`src/rtl/vend_txn_controller_if.sv`:
```
// rtl/vend_txn_controller_if.sv - coin intake, dispense and change signals of the vending controller
interface vend_txn_if #(
    parameter int CREDIT_W = 4
);
    logic                coin_valid;
    logic [1:0]          coin_code;
    logic                coin_ready;
    logic                cancel;
    logic                dispense;
    logic                change_valid;
    logic [1:0]          change_coin;
    logic                change_ack;
    logic [CREDIT_W-1:0] credit;
    logic                busy;

    modport master (
        output coin_valid, coin_code, cancel, change_ack,
        input  coin_ready, dispense, change_valid, change_coin, credit, busy
    );

    modport slave (
        input  coin_valid, coin_code, cancel, change_ack,
        output coin_ready, dispense, change_valid, change_coin, credit, busy
    );
endinterface

```
`src/rtl/vend_txn_controller.sv`:
```
// rtl/vend_txn_controller.sv - vending transaction FSM: coin credit, dispense pulse, greedy change/refund
module vend_txn_controller #(
    parameter int PRICE           = 4,
    parameter int CREDIT_W        = 4,
    parameter int DISPENSE_CYCLES = 2,
    parameter int TIMEOUT_CYCLES  = 8
) (
    input  logic     clk,
    input  logic     reset,
    vend_txn_if.slave bus
);
    localparam int TMO_W = (TIMEOUT_CYCLES > 1) ? $clog2(TIMEOUT_CYCLES) : 1;
    localparam int DSP_W = (DISPENSE_CYCLES > 1) ? $clog2(DISPENSE_CYCLES) : 1;
    localparam logic [TMO_W-1:0]    TMO_LAST = TMO_W'(TIMEOUT_CYCLES - 1);
    localparam logic [DSP_W-1:0]    DSP_LAST = DSP_W'(DISPENSE_CYCLES - 1);
    localparam logic [CREDIT_W-1:0] L_PRICE  = CREDIT_W'(PRICE);

    typedef enum logic [2:0] {
        S_IDLE,
        S_ACCUM,
        S_DISPENSE,
        S_CHANGE,
        S_REFUND
    } state_t;

    function automatic logic [CREDIT_W-1:0] coin_value(input logic [1:0] code);
        case (code)
            2'b01:   return CREDIT_W'(1);
            2'b10:   return CREDIT_W'(2);
            2'b11:   return CREDIT_W'(5);
            default: return '0;
        endcase
    endfunction

    // Largest single coin not exceeding the amount still owed.
    function automatic logic [1:0] greedy_coin(input logic [CREDIT_W-1:0] amount);
        if (amount >= CREDIT_W'(5))
            return 2'b11;
        else if (amount >= CREDIT_W'(2))
            return 2'b10;
        else
            return 2'b01;
    endfunction

    state_t              r_state;
    logic [CREDIT_W-1:0] r_credit;
    logic [TMO_W-1:0]    r_tmo;
    logic [DSP_W-1:0]    r_dcnt;
    logic                r_dispense;
    logic                r_change_valid;
    logic [1:0]          r_change_coin;

    logic                w_coin_ready;
    logic                w_coin_accept;
    logic [CREDIT_W-1:0] w_credit_sum;
    logic [CREDIT_W-1:0] w_credit_after_price;
    logic [CREDIT_W-1:0] w_credit_after_change;

    assign w_coin_ready          = (r_state == S_IDLE) || (r_state == S_ACCUM);
    assign w_coin_accept         = bus.coin_valid && w_coin_ready && (bus.coin_code != 2'b00);
    assign w_credit_sum          = r_credit + coin_value(bus.coin_code);
    assign w_credit_after_price  = r_credit - L_PRICE;
    assign w_credit_after_change = r_credit - coin_value(r_change_coin);

    always_ff @(posedge clk) begin
        if (reset) begin
            r_state        <= S_IDLE;
            r_credit       <= '0;
            r_tmo          <= '0;
            r_dcnt         <= '0;
            r_dispense     <= 1'b0;
            r_change_valid <= 1'b0;
            r_change_coin  <= 2'b00;
        end else begin
            case (r_state)
                S_IDLE, S_ACCUM: begin
                    if (w_coin_accept) begin
                        r_credit <= w_credit_sum;
                        r_tmo    <= '0;
                        // Cancel only matters once credit is held; it then beats dispense.
                        if (r_state == S_ACCUM && bus.cancel) begin
                            r_state        <= S_REFUND;
                            r_change_valid <= 1'b1;
                            r_change_coin  <= greedy_coin(w_credit_sum);
                        end else if (w_credit_sum >= L_PRICE) begin
                            r_state    <= S_DISPENSE;
                            r_dcnt     <= '0;
                            r_dispense <= 1'b1;
                        end else begin
                            r_state <= S_ACCUM;
                        end
                    end else if (r_state == S_IDLE) begin
                        r_tmo <= '0;
                    end else if (bus.cancel || r_tmo == TMO_LAST) begin
                        r_state        <= S_REFUND;
                        r_tmo          <= '0;
                        r_change_valid <= 1'b1;
                        r_change_coin  <= greedy_coin(r_credit);
                    end else begin
                        r_tmo <= r_tmo + 1'b1;
                    end
                end
                S_DISPENSE: begin
                    if (r_dcnt == DSP_LAST) begin
                        r_dispense <= 1'b0;
                        r_credit   <= w_credit_after_price;
                        if (w_credit_after_price != '0) begin
                            r_state        <= S_CHANGE;
                            r_change_valid <= 1'b1;
                            r_change_coin  <= greedy_coin(w_credit_after_price);
                        end else begin
                            r_state <= S_IDLE;
                        end
                    end else begin
                        r_dcnt <= r_dcnt + 1'b1;
                    end
                end
                S_CHANGE, S_REFUND: begin
                    if (bus.change_ack) begin
                        r_credit <= w_credit_after_change;
                        if (w_credit_after_change == '0) begin
                            r_state        <= S_IDLE;
                            r_change_valid <= 1'b0;
                            r_change_coin  <= 2'b00;
                        end else begin
                            r_change_coin <= greedy_coin(w_credit_after_change);
                        end
                    end
                end
                default: r_state <= S_IDLE;
            endcase
        end
    end

    assign bus.coin_ready   = w_coin_ready;
    assign bus.dispense     = r_dispense;
    assign bus.change_valid = r_change_valid;
    assign bus.change_coin  = r_change_coin;
    assign bus.credit       = r_credit;
    assign bus.busy         = (r_state == S_DISPENSE) || (r_state == S_CHANGE) || (r_state == S_REFUND);
endmodule

```
`src/flat_wrapper.sv`:
```
// flat-port wrapper written by rule: the top's interface ports become plain ports
module vend_txn_controller_flat 
#(
    parameter int PRICE           = 4,
    parameter int CREDIT_W        = 4,
    parameter int DISPENSE_CYCLES = 2,
    parameter int TIMEOUT_CYCLES  = 8
)
  (clk, reset, bus_coin_valid, bus_coin_code, bus_cancel, bus_change_ack, bus_coin_ready, bus_dispense, bus_change_valid, bus_change_coin, bus_credit, bus_busy);
  vend_txn_if #(.CREDIT_W(CREDIT_W)) bus_i ();
  input  logic clk;
  input  logic reset;
  input wire logic [$bits(bus_i.coin_valid)-1:0] bus_coin_valid;
  input wire logic [$bits(bus_i.coin_code)-1:0] bus_coin_code;
  input wire logic [$bits(bus_i.cancel)-1:0] bus_cancel;
  input wire logic [$bits(bus_i.change_ack)-1:0] bus_change_ack;
  output wire logic [$bits(bus_i.coin_ready)-1:0] bus_coin_ready;
  output wire logic [$bits(bus_i.dispense)-1:0] bus_dispense;
  output wire logic [$bits(bus_i.change_valid)-1:0] bus_change_valid;
  output wire logic [$bits(bus_i.change_coin)-1:0] bus_change_coin;
  output wire logic [$bits(bus_i.credit)-1:0] bus_credit;
  output wire logic [$bits(bus_i.busy)-1:0] bus_busy;
  assign bus_i.coin_valid = bus_coin_valid;
  assign bus_i.coin_code = bus_coin_code;
  assign bus_i.cancel = bus_cancel;
  assign bus_i.change_ack = bus_change_ack;
  assign bus_coin_ready = bus_i.coin_ready;
  assign bus_dispense = bus_i.dispense;
  assign bus_change_valid = bus_i.change_valid;
  assign bus_change_coin = bus_i.change_coin;
  assign bus_credit = bus_i.credit;
  assign bus_busy = bus_i.busy;
  vend_txn_controller #(.PRICE(PRICE), .CREDIT_W(CREDIT_W), .DISPENSE_CYCLES(DISPENSE_CYCLES), .TIMEOUT_CYCLES(TIMEOUT_CYCLES)) u_core (.clk(clk), .reset(reset), .bus(bus_i));
endmodule
```
`config.mk`:
```
export PLATFORM = sky130hd
export DESIGN_NAME = vend_txn_controller_flat
export DESIGN_NICKNAME = d
export VERILOG_FILES = /design/src/rtl/vend_txn_controller_if.sv /design/src/rtl/vend_txn_controller.sv /design/src/flat_wrapper.sv
export SDC_FILE = /design/constraint.sdc
export NUM_CORES = 1
export LEC_CHECK = 0
export BUFFER_PORTS_ARGS = -buffer_cell sky130_fd_sc_hd__clkbuf_2
export CAP_MARGIN = 20
export CORE_AREA = 3 3 81 83
export CTS_BUF_LIST = sky130_fd_sc_hd__clkbuf_16
export DETAILED_ROUTE_END_ITERATION = 6
export DIE_AREA = 0 0 84 86
export GPL_TIMING_DRIVEN = 0
export PLACE_DENSITY = 0.36
export SLEW_MARGIN = 40
export SYNTH_ARGS = -nofsm -noshare
export SYNTH_HDL_FRONTEND = slang
export SYNTH_SLANG_ARGS = --single-unit
```
`constraint.sdc`:
```
create_clock -name clk -period 2.74 [get_ports clk]
set_input_delay 0.411 -clock clk [delete_from_list [all_inputs] [get_ports clk]]
set_output_delay 0.411 -clock clk [all_outputs]
set_load 0.01 [all_outputs]
```
==> out/qor.log <==
[logic_synthesis] post-synthesis net count 197
[cts] clock latency reported for the late side of the worst-skew pair 0.25 ns
[drt] routed wirelength normalized by instance count 15.5 µm
[cts] library cell used as clock root buffer sky130_fd_sc_hd__clkbuf_16
[drt] via-per-instance ratio 5.21
[drt] post-route ant nets 0
[floorplan] die footprint 7220 µm²
[critical_path] worst path required time 2.84 ns
[power] Pwr Density 1030 nW/µm²
[drt] total met3 wirelength after detailed routing 140 µm
[floorplan] area of the core 5920 µm²
[layout] Post-Layout Inst Area 1710 µm²
[logic_synthesis] Yosys top cell area share 0.206
[layout] utilization after layout 0.289
[sta] clk_skew 0.00489 ns
[worst_hold_path] Hold Path Stages 1
[critical_path] Setup Crit Path Kind reg2reg
[layout] share of final-layout standard cells stronger than drive strength 1 0.209
[worst_hold_path] Hold Crit Class reg2reg
[place] count of input and output buffers 16
[drt] met1 wire length 2.14 mm
[critical_path] number of cells traversed by the worst register-to-register path 8
[drt] drt drc 0
[critical_path] critical path launch point type register
[run] max-cap check violation count 0
[drt] Detailed Routing Iterations Pass 1 4
[logic_synthesis] dominant cells by area after synthesis sky130_fd_sc_hd__dfxtp_1, sky130_fd_sc_hd__ha_1, sky130_fd_sc_hd__a21oi_1, sky130_fd_sc_hd__nor2_1, sky130_fd_sc_hd__inv_1
[layout] area added between synthesis and finish 17.4%
[floorplan] effective utilization at floorplan 0.246
[place] placer's final routability congestion estimate 0.816
[floorplan] overall die height 86 µm
[power] leakage component of the power 0.714 nW
[sta] transition at the pin with the smallest max-transition slack 0.554 ns
[drt] top routing layer used met4
[logic_synthesis] Async S/R FF share, synth 0
[floorplan] number of standard-cell rows in the floorplan 28
[logic_synthesis] number of distinct standard cells referenced by the synthesized netlist 60
[critical_path] worst flop-to-flop path endpoint u_core.bus.change_coin[1]
[sta] hold violation count in the final report 0
[logic_synthesis] Mapped Cells 176
[logic_synthesis] register area share after synthesis 0.206
[sta] min Tclk post-route 2.52 ns
[global_route] global-route wire length before repair 6.86 mm
[place] post-placement worst setup slack 0.0707 ns
[global_route] number of global-route vias before repair 1,339
[logic_synthesis] count of yosys warnings during synthesis 0
[logic_synthesis] most area-hungry cell type in the Yosys netlist sky130_fd_sc_hd__dfxtp_1
[logic_synthesis] number of flops mapped to enable cells by yosys 0
[sta] RSZ-0062 raised after global routing false
[drt] final wirelength 4.19 mm
[cts] H-tree levels 1
[critical_path] worst-path maximum fanout 8
[power] IR Drop Worst-Case VDD 0.287 mV
[global_route] sum of overflow across all layers after global routing 0
[place] placed wire-length estimate 3.36 mm
[logic_synthesis] #FFs+latches synth 15
[critical_path] crit path capture type register
[place] DP Area 1630 µm²
[cts] clock-pin slew on the worst setup and hold paths 0.05 ns
[sta] Slew Viols, Final 0
[global_route] global routing usage summed across all routing layers 0.117
[critical_path] critical path data arrival time 2.61 ns
[sta] max frequency 398 MHz
[critical_path] Register-to-Register Setup Slack 0.22 ns
[logic_synthesis] synthesized cell area 1460 µm²
[sta] Total Negative Setup Slacks 0 ns
[drt] number of DRC markers in iteration 0 65
[drt] via count 1,412
[cts] CTS tree built
[layout] final net count 218
[sta] Final setup viols 0
[sta] slack of the critical path 0.224 ns
[floorplan] Die Width 84 µm
[global_route] maximum number of pins on one net before global-route repair 11
[logic_synthesis] Synth Flop Type sky130_fd_sc_hd__dfxtp_1
[cts] cts bufs inserted 3
[floorplan] top-level port count 17
[layout] Final Instance Count excl. Fillers 271
[worst_hold_path] worst min-delay path startpoint u_core.bus.change_valid
[drt] met2 routed wirelength 1.87 mm
[worst_hold_path] terminating pin of the worst hold path u_core.bus.change_valid
[logic_synthesis] average cell area after synthesis 8.29 µm²
[sta] fraction of the cycle the final worst path needs 0.918
[cts] clock sink count 15
[layout] antenna diode instance count 0
[sta] Max transition margin 0.631
[run_status] result of the run complete, no violations
[critical_path] startpoint of the worst-slack reg-to-reg timing path u_core.bus.credit[0]
[global_route] number of antenna violations at the first check in global routing 0
[place] number of instances in the placed design 267
[cts] maximum clock path buffer count 2
## cell usage in the layout (no fill, tap or decap), types with 4 or more instances in the layout
master and n:
sky130_fd_sc_hd__a22oi_1 4, sky130_fd_sc_hd__a21oi_1 13, sky130_fd_sc_hd__nand4_1 4, sky130_fd_sc_hd__clkbuf_2 16
sky130_fd_sc_hd__ha_1 12, sky130_fd_sc_hd__a21o_1 4, sky130_fd_sc_hd__o21ai_0 5, sky130_fd_sc_hd__nand3_1 4
sky130_fd_sc_hd__o21ai_1 4, sky130_fd_sc_hd__nor2_1 13, sky130_fd_sc_hd__nand2_1 11, sky130_fd_sc_hd__dfxtp_1 14
sky130_fd_sc_hd__a211oi_1 5, sky130_fd_sc_hd__inv_1 12
## cell usage after synthesis (2+ instances only)
| cell | count |
|---|---|
| sky130_fd_sc_hd__fa_1 | 2 |
| sky130_fd_sc_hd__nor3_1 | 2 |
| sky130_fd_sc_hd__a21o_1 | 4 |
| sky130_fd_sc_hd__clkbuf_1 | 3 |
| sky130_fd_sc_hd__nand4_1 | 4 |
| sky130_fd_sc_hd__a32oi_1 | 2 |
| sky130_fd_sc_hd__and3_1 | 2 |
| sky130_fd_sc_hd__a22oi_1 | 4 |
| sky130_fd_sc_hd__o21ai_1 | 4 |
| sky130_fd_sc_hd__mux2_1 | 2 |
| sky130_fd_sc_hd__inv_1 | 11 |
| sky130_fd_sc_hd__nor2b_1 | 3 |
| sky130_fd_sc_hd__a32o_1 | 2 |
| sky130_fd_sc_hd__mux2i_1 | 3 |
| sky130_fd_sc_hd__ha_1 | 12 |
| sky130_fd_sc_hd__buf_2 | 3 |
| sky130_fd_sc_hd__a211oi_1 | 5 |
| sky130_fd_sc_hd__and2_1 | 2 |
| sky130_fd_sc_hd__buf_6 | 2 |
| sky130_fd_sc_hd__nand3_1 | 4 |
| sky130_fd_sc_hd__nor2_1 | 13 |
| sky130_fd_sc_hd__o22ai_1 | 3 |
| sky130_fd_sc_hd__nand2_1 | 11 |
| sky130_fd_sc_hd__o21bai_1 | 2 |
| sky130_fd_sc_hd__o21ai_0 | 5 |
| sky130_fd_sc_hd__nand2b_1 | 3 |
| sky130_fd_sc_hd__nor3_2 | 2 |
| sky130_fd_sc_hd__and3b_1 | 2 |
| sky130_fd_sc_hd__o21ai_2 | 2 |
| sky130_fd_sc_hd__dfxtp_1 | 15 |
| sky130_fd_sc_hd__a21oi_1 | 13 |
## flip-flops by register name, indices dropped and copies added, names as in the netlist
signal	flops
u_core.bus.change_coin	2
u_core.r_dcnt	1
u_core.r_state	3
u_core.bus.credit	4
u_core.bus.dispense	1
u_core.bus.change_valid	1
u_core.r_tmo	3
## what timing repair did
item,4_1_cts,5_1_grt
hold buffers,0,0
setup endpoints to repair,0,4
gates resized for setup,0,1
buffers inserted,0,0
## cells by family after synthesis
kind of cell | synth area share
flops | 0.206
simple gates | 0.247
compound gates | 0.280
xor+xnor | 0.0120
fa+ha+maj | 0.130
mux | 0.0515
buf+inv | 0.0729
## critical path, stage by stage (launching register included)
cell,delay [ns]
sky130_fd_sc_hd__dfxtp_1,0.49
sky130_fd_sc_hd__ha_1,0.23
sky130_fd_sc_hd__inv_1,0.05
sky130_fd_sc_hd__fa_1,0.43
sky130_fd_sc_hd__or4b_4,0.52
sky130_fd_sc_hd__mux2i_4,0.19
sky130_fd_sc_hd__o21ai_0,0.12
sky130_fd_sc_hd__o21ai_1,0.20
sky130_fd_sc_hd__a311oi_1,0.13
## metrics by stage
stage / hold slack [ns] / power [mW]
floorplan: 0.481 / 1.19
global placement: 0.469 / 1.49
detailed placement: 0.494 / 1.49
CTS: 0.509 / 1.79
global route: 0.533 / 1.94
finish: 0.501 / 1.77
## worst max-delay path by stage
| stage | startpoint | end | cells past startpoint |
|---|---|---|---|
| after floorplan | u_core.bus.credit[1] | u_core.bus.change_coin[1] | 7 |
| after global placement | u_core.bus.credit[1] | u_core.bus.change_coin[1] | 7 |
| after detailed placement | u_core.bus.credit[1] | u_core.bus.change_coin[1] | 7 |
| after CTS | u_core.bus.credit[1] | u_core.bus.change_coin[1] | 7 |
| after global routing | u_core.bus.credit[0] | u_core.bus.change_coin[1] | 8 |
| final | u_core.bus.credit[0] | u_core.bus.change_coin[1] | 8 |
## layout make-up
type,count,area (µm²)
Inverter,13,50.0
Timing Repair Buffer,16,80.1
Clock buffer,3,75.1
Sequential cell,15,302
Clock inverter,1,3.75
Tap cell,75,93.8
Buffer,9,56.3
Multi-Input combinational cell,139,1050
Fill cell,654,4210
## routing by layer
metal,up-vias,track usage
met4,0,0.0263
met2,34,0.190
met3,4,0.0163
met5,-,0
li1,687,-
met1,687,0.165
## where the power goes
group	internal (mW)	switching [mW]	total (mW)
Sequential	0.280	0.0817	0.362
Combinational	0.479	0.645	1.12
Clock	0.193	0.0921	0.286
Total	0.952	0.819	1.77
No activity file was read; power rests on OpenSTA's default activity.
